## config.mk

```make
export PLATFORM = sky130hd
export DESIGN_NAME = ext_mem_responder
export DESIGN_NICKNAME = d
export VERILOG_FILES = /design/src/rtl/ext_mem_responder.sv
export SDC_FILE = /design/constraint.sdc
export NUM_CORES = 1
export LEC_CHECK = 0
export CAP_MARGIN = 20
export CORE_ASPECT_RATIO = 0.9
export CORE_MARGIN = 8
export CORE_UTILIZATION = 59
export DETAILED_ROUTE_END_ITERATION = 8
export GPL_TIMING_DRIVEN = 0
export PLACE_DENSITY = 0.81
export SYNTH_ARGS = -nofsm -noshare
export SYNTH_HDL_FRONTEND = slang
export SYNTH_SLANG_ARGS = --single-unit
```

## constraint.sdc

```tcl
create_clock -name clock -period 13.1 [get_ports clock]
set_clock_uncertainty 0.05 [all_clocks]
set_input_delay 2.62 -clock clock [delete_from_list [all_inputs] [get_ports clock]]
set_output_delay 2.62 -clock clock [all_outputs]
set_load 0.005 [all_outputs]
```

## src/rtl/ext_mem_responder.sv

```systemverilog
// Off-chip byte-memory model for the accelerator master bus, with preload port and slave-reply merge.
// Build macro EXT_MEM_PROTOCOL_CHECK_EN enables the sticky err protocol checker (err tied 0 otherwise).
//
// state   | meaning
// IDLE    | bus and loader sampled; reads latch offset, writes commit here
// RD_WAIT | read latency countdown
// WR_WAIT | write-ack latency countdown (write already committed)
// ACK     | single-cycle response to the master
module ext_mem_responder #(
   parameter int ADDR_W    = 10,
   parameter int DATA_W    = 8,
   parameter int SIZE_W    = 4,
   parameter int BASE_ADDR = 0,
   parameter int MEMSIZE   = 64,
   parameter int RD_DELAY  = 2,
   parameter int WR_DELAY  = 1
) (
   input  logic              clock,
   input  logic              reset,
   input  logic              Mout_oe_ram,
   input  logic              Mout_we_ram,
   input  logic [ADDR_W-1:0] Mout_addr_ram,
   input  logic [DATA_W-1:0] Mout_Wdata_ram,
   input  logic [SIZE_W-1:0] Mout_data_ram_size,
   input  logic [DATA_W-1:0] Sout_Rdata_ram,
   input  logic              Sout_DataRdy,
   output logic [DATA_W-1:0] M_Rdata_ram,
   output logic              M_DataRdy,
   input  logic              ld_valid,
   input  logic [ADDR_W-1:0] ld_idx,
   input  logic [DATA_W-1:0] ld_data,
   output logic              ld_ready,
   output logic              busy,
   output logic              err
);
   localparam int IDX_W = (MEMSIZE > 1) ? $clog2(MEMSIZE) : 1;
   localparam int MAX_D = (RD_DELAY > WR_DELAY) ? RD_DELAY : WR_DELAY;
   localparam int CNT_W = (MAX_D > 1) ? $clog2(MAX_D) : 1;
   localparam logic [ADDR_W:0] WIN_LO  = (ADDR_W+1)'(BASE_ADDR);
   localparam logic [ADDR_W:0] WIN_LEN = (ADDR_W+1)'(MEMSIZE);

   typedef enum logic [1:0] {IDLE, RD_WAIT, WR_WAIT, ACK} state_t;

   state_t            state, next_state;
   logic [CNT_W-1:0]  cnt;
   logic [IDX_W-1:0]  off_q;
   logic [DATA_W-1:0] rdata_q;
   logic              ack_q;
   logic [DATA_W-1:0] mem [MEMSIZE];
   logic [ADDR_W:0]   off_ext;
   logic              hit, req_rd, req_wr, ld_fire, ld_in_range;
   logic [DATA_W-1:0] wmask;

   // One extra bit keeps below-window addresses far above MEMSIZE after the subtract.
   assign off_ext     = {1'b0, Mout_addr_ram} - WIN_LO;
   assign hit         = off_ext < WIN_LEN;
   assign req_rd      = Mout_oe_ram & ~Mout_we_ram & hit;
   assign req_wr      = Mout_we_ram & ~Mout_oe_ram & hit;
   assign ld_ready    = (state == IDLE) & ~(hit & (Mout_oe_ram | Mout_we_ram));
   assign ld_fire     = ld_valid & ld_ready;
   assign ld_in_range = {1'b0, ld_idx} < WIN_LEN;
   assign busy        = (state != IDLE);
   assign M_Rdata_ram = rdata_q | Sout_Rdata_ram;
   assign M_DataRdy   = ack_q | Sout_DataRdy;

   always_comb begin
      for (int i = 0; i < DATA_W; i++) wmask[i] = (int'(Mout_data_ram_size) > i);
   end

   always_comb begin
      next_state = state;
      case (state)
         IDLE: begin
            if (req_rd)      next_state = RD_WAIT;
            else if (req_wr) next_state = WR_WAIT;
         end
         RD_WAIT, WR_WAIT: if (cnt == '0) next_state = ACK;
         ACK:     next_state = IDLE;
         default: next_state = IDLE;
      endcase
   end

   always_ff @(posedge clock or negedge reset) begin
      if (!reset) begin
         state   <= IDLE;
         cnt     <= '0;
         off_q   <= '0;
         rdata_q <= '0;
         ack_q   <= 1'b0;
      end else begin
         state   <= next_state;
         ack_q   <= (next_state == ACK);
         rdata_q <= '0;
         if (state == RD_WAIT && next_state == ACK) rdata_q <= mem[off_q];
         if (state == IDLE) begin
            off_q <= off_ext[IDX_W-1:0];
            cnt   <= req_rd ? CNT_W'(RD_DELAY - 1) : CNT_W'(WR_DELAY - 1);
         end else if (cnt != '0) begin
            cnt <= cnt - 1'b1;
         end
      end
   end

   // Storage is intentionally not reset so preloaded contents survive a reset pulse.
   always_ff @(posedge clock) begin
      if (state == IDLE && req_wr)
         mem[off_ext[IDX_W-1:0]] <= (Mout_Wdata_ram & wmask) | (mem[off_ext[IDX_W-1:0]] & ~wmask);
      else if (ld_fire && ld_in_range)
         mem[ld_idx[IDX_W-1:0]] <= ld_data;
   end

`ifdef EXT_MEM_PROTOCOL_CHECK_EN
   logic [ADDR_W-1:0] addr_q;
   logic              err_q, type_chg;

   assign type_chg = (state == RD_WAIT) ? Mout_we_ram : Mout_oe_ram;

   always_ff @(posedge clock or negedge reset) begin
      if (!reset) begin
         addr_q <= '0;
         err_q  <= 1'b0;
      end else if (state == IDLE) begin
         addr_q <= Mout_addr_ram;
         if (Mout_oe_ram && Mout_we_ram) err_q <= 1'b1;
      end else if ((state == RD_WAIT || state == WR_WAIT) && hit &&
                   (Mout_oe_ram || Mout_we_ram) &&
                   (Mout_addr_ram != addr_q || type_chg)) begin
         err_q <= 1'b1;
      end
   end

   assign err = err_q;
`else
   assign err = 1'b0;
`endif

endmodule

```

==> reports/qor.csv <==
stage;metric;value;unit
yosys;Synth area leader;edfxtp_1;
pwr;part of the power in combinational logic;32.6;%
finish;area grow syn2layout;13.5;%
global_routing;GR Overflow Total;0;
critical_path;CP Launch Type;input pin;
yosys;syn nets;1368;
job;max-cap viol count;0;
clock_tree;depth of the CTS H-tree;2;
worst_hold_path;Worst Hold Class;flip-flop to flip-flop;
critical_path;CP max FO;4;
global_routing;initial antenna violation count;1;
yosys;Synth Flop Type;edfxtp_1;
sta;highest clock rate;0.144;GHz
pwr;Sw Pwr;1580;uW
clock_tree;root buffer cell;clkbuf_16;
yosys;synthesized cell area;25100;um^2
floorplanning;Die ar.;49500;um^2
yosys;top cells by count, synth;edfxtp_1 (512), mux4_2 (275), nor2_1 (78);
floorplanning;Die X-Extent;234;um
yosys;largest family of logic cells by synthesized area;multiplexers;
critical_path;Critical Path RT;10430;ps
placed_design;placed cell count;1943;
pwr;pwr/cell area;174;nW/um^2
clock_tree;CTS buffer count;53;
placed_design;I/O Buffers;61;
clock_tree;post_cts resized;0;
clock_tree;clock transition at the registers of the reported paths;60;ps
floorplanning;row count;71;
yosys;most frequent cell after synthesis;edfxtp_1;
placed_design;HPWL after detailed placement;55900;um
clock_tree;CTS tree;built;
yosys;post-synthesis sequential area ratio;62.9;%
floorplanning;# IOs;66;
sta;final hold vios;0;
drt;Pre-antenna DRT Iters;9;
drt;DRC viols;0;
finish;Post-Layout Inst Area;28600;um^2
critical_path;critical path arrival;4290;ps
critical_path;R2R setup slack;9030;ps
yosys;adder-cell share of the synthesized area;0.0995;%
sta;Total Neg Setup Slack;0;ps
yosys;Synth async-reset ratio;3.40;%
clock_tree;CTS sink cnt;530;
yosys;Post-synth EDFFs;512;
floorplanning;core area;41900;um^2
placed_design;RePlAce Congestion;1.08;
sta;worst rel slew slack;16.4;%
yosys;simple-gate share of the synthesized area;4.09;%
placed_design;placed standard-cell area;26900;um^2
yosys;Yosys top cell area share;61.1;%
pwr;Clock power frac;28.6;%
yosys;Yosys cell types;48;
sta;fin crit period;6960;ps
pwr;sequential share of power;38.8;%
clock_tree;Skew-Pair Late Insertion Delay;620;ps
drt;Vias/cell;7.79;
status;run status;finished, final reports clean;
yosys;Synth Area in XOR/XNOR;0;%
sta;Slew @ Worst Pin;1250;ps
yosys;Post-Synthesis Cells;1312;
clock_tree;hold_buf cts;0;
pwr;Internal;3380;uW
clock_tree;Max Root-Sink Buffers;3;
sta;period utilization;53.1;%
yosys;register bit count reported by yosys;530;
pwr;Worst VDD drop;0.0000978;V
drt;post-route ant nets;0;
critical_path;Crit Path Category;input pin to output port;
pwr;Net Sw Frac;31.9;%
floorplanning;Die Y;212;um
yosys;Synth Area in Compound Gates;2.92;%
global_routing;GRT Util Overall;33.4;%
finish;Layout Cells excl Fill;2040;
finish;number of fill cells in the layout;2639;
yosys;mean post-synth cell area;19.2;um^2
yosys;multiplexer area fraction after synthesis;27.9;%
clock_tree;Setup Buffers After CTS;0;
critical_path;Crit. End Element;output port;
global_routing;vias in the first global route;15500;
sta;fin worst setup slack;6140;ps
floorplanning;Starting Density;60.0;%
yosys;Synth warnings;0;
drt;DRT iter0 DRCs;3375;
sta;final number of setup-violating endpoints;0;
finish;fraction of layout cells with a size suffix above 1;31.2;%
drt;wirelength, routed;81900;um
global_routing;global-route wire length before repair;114000;um
drt;routed wire length per instance;40.2;um
drt;number of vias in the routed layout;15900;
finish;final net count;1511;
yosys;Area contributors post-synth;edfxtp_1 (61%), mux4_2 (25%), mux2i_1 (2.1%);
pwr;leak pwr;0.00908;uW
sta;Slew Limit Fails;0;
global_routing;largest net degree at the start of global routing;41;
sta;RSZ-0062 raised after global routing;false;
placed_design;dpl ws;6090;ps
==> final cells by class <==
cell class,count,area (um^2),area share [%]
antenna,1,2.50,0.00876
buffer,89,478,1.67
clock buffer,67,1380,4.83
clock inverter,25,179,0.627
inverter,9,33.8,0.118
multi-input combinational,684,8900,31.2
sequential,530,15800,55.4
tap,547,684,2.40
timing repair buffer,88,1070,3.73
==> per-stage QoR <==
step | power (uW) | hold slack (ps) | util (%)
finish | 4960 | 588 | 68.1
global placement | 3460 | 507 | 63.1
floorplan | 2950 | 481 | -
detailed placement | 3490 | 558 | 64.3
CTS | 4880 | 588 | 68.0
global route | 5030 | 609 | 68.1
==> state kept, by name, summed over array words and instances, names as in the netlist <==
name,cells
state,2
rdata_q,8
mem,512
off_q,6
cnt,1
ack_q,1
==> path summary, 6_finish.rpt <==
path | startpoint | to | cells past startpoint
max in group asynchronous | reset | off_q[3] | 1
hold reg to reg | cnt | state[0] | 3
setup reg to reg | state[0] | mem[25][3] | 7
hold / removal | cnt | state[0] | 3
setup / recovery | Mout_addr_ram[7] | ld_ready | 5
min in group asynchronous | reset | off_q[4] | 1
==> cells in the final DEF, fill, tap and decap left out, types with 25 or more instances in the layout <==
master,Yosys,routed
a21oi_1,28,27
buf_2,25,25
clkbuf_1,31,45
clkbuf_16,0,53
clkdlybuf4s50_1,0,61
edfxtp_1,512,512
mux2_2,26,26
mux2i_1,53,53
mux4_2,275,275
nand2_1,55,55
nor2_1,78,78
==> power by group through the flow <==
stage          Combinational [uW]  Sequential (uW)  Clock [uW]
2_1_floorplan                 987             1960           0
3_3_place_gp                 1480             1980           0
3_5_place_dp                 1530             1960           0
4_1_cts                      1550             1920        1410
5_1_grt                      1630             1930        1470
6_report                     1620             1930        1420
==> critical path: stages <==
cell and delay (ps):
clkdlybuf4s50_1 420, or4_4 580, nor2_1 160, nor2_1 60
clkdlybuf4s50_1 460
==> logic make-up (layout without fill, tap and decap cells) <==
| kind of cell | Yosys count | count (layout) |
|---|---|---|
| AO/OA/AOI/OAI | 110 | 110 |
| adder cells (fa/ha/maj) | 2 | 2 |
| buffers and inverters | 98 | 278 |
| flip-flops | 530 | 530 |
| multiplexers | 354 | 354 |
| other | 1 | 2 |
| AND/OR/NAND/NOR | 217 | 217 |
==> per-layer routing <==
layer  GRT usage, %  vias up  routed length [um]
met3           16.2      346               15000
met5           1.01        -                  69
met1           43.3     7977               27300
li1               -     5886                   -
met2           47.0     1689               34600
met4           16.3        2                5050
Note: power is estimated with default switching activity, not from simulation.
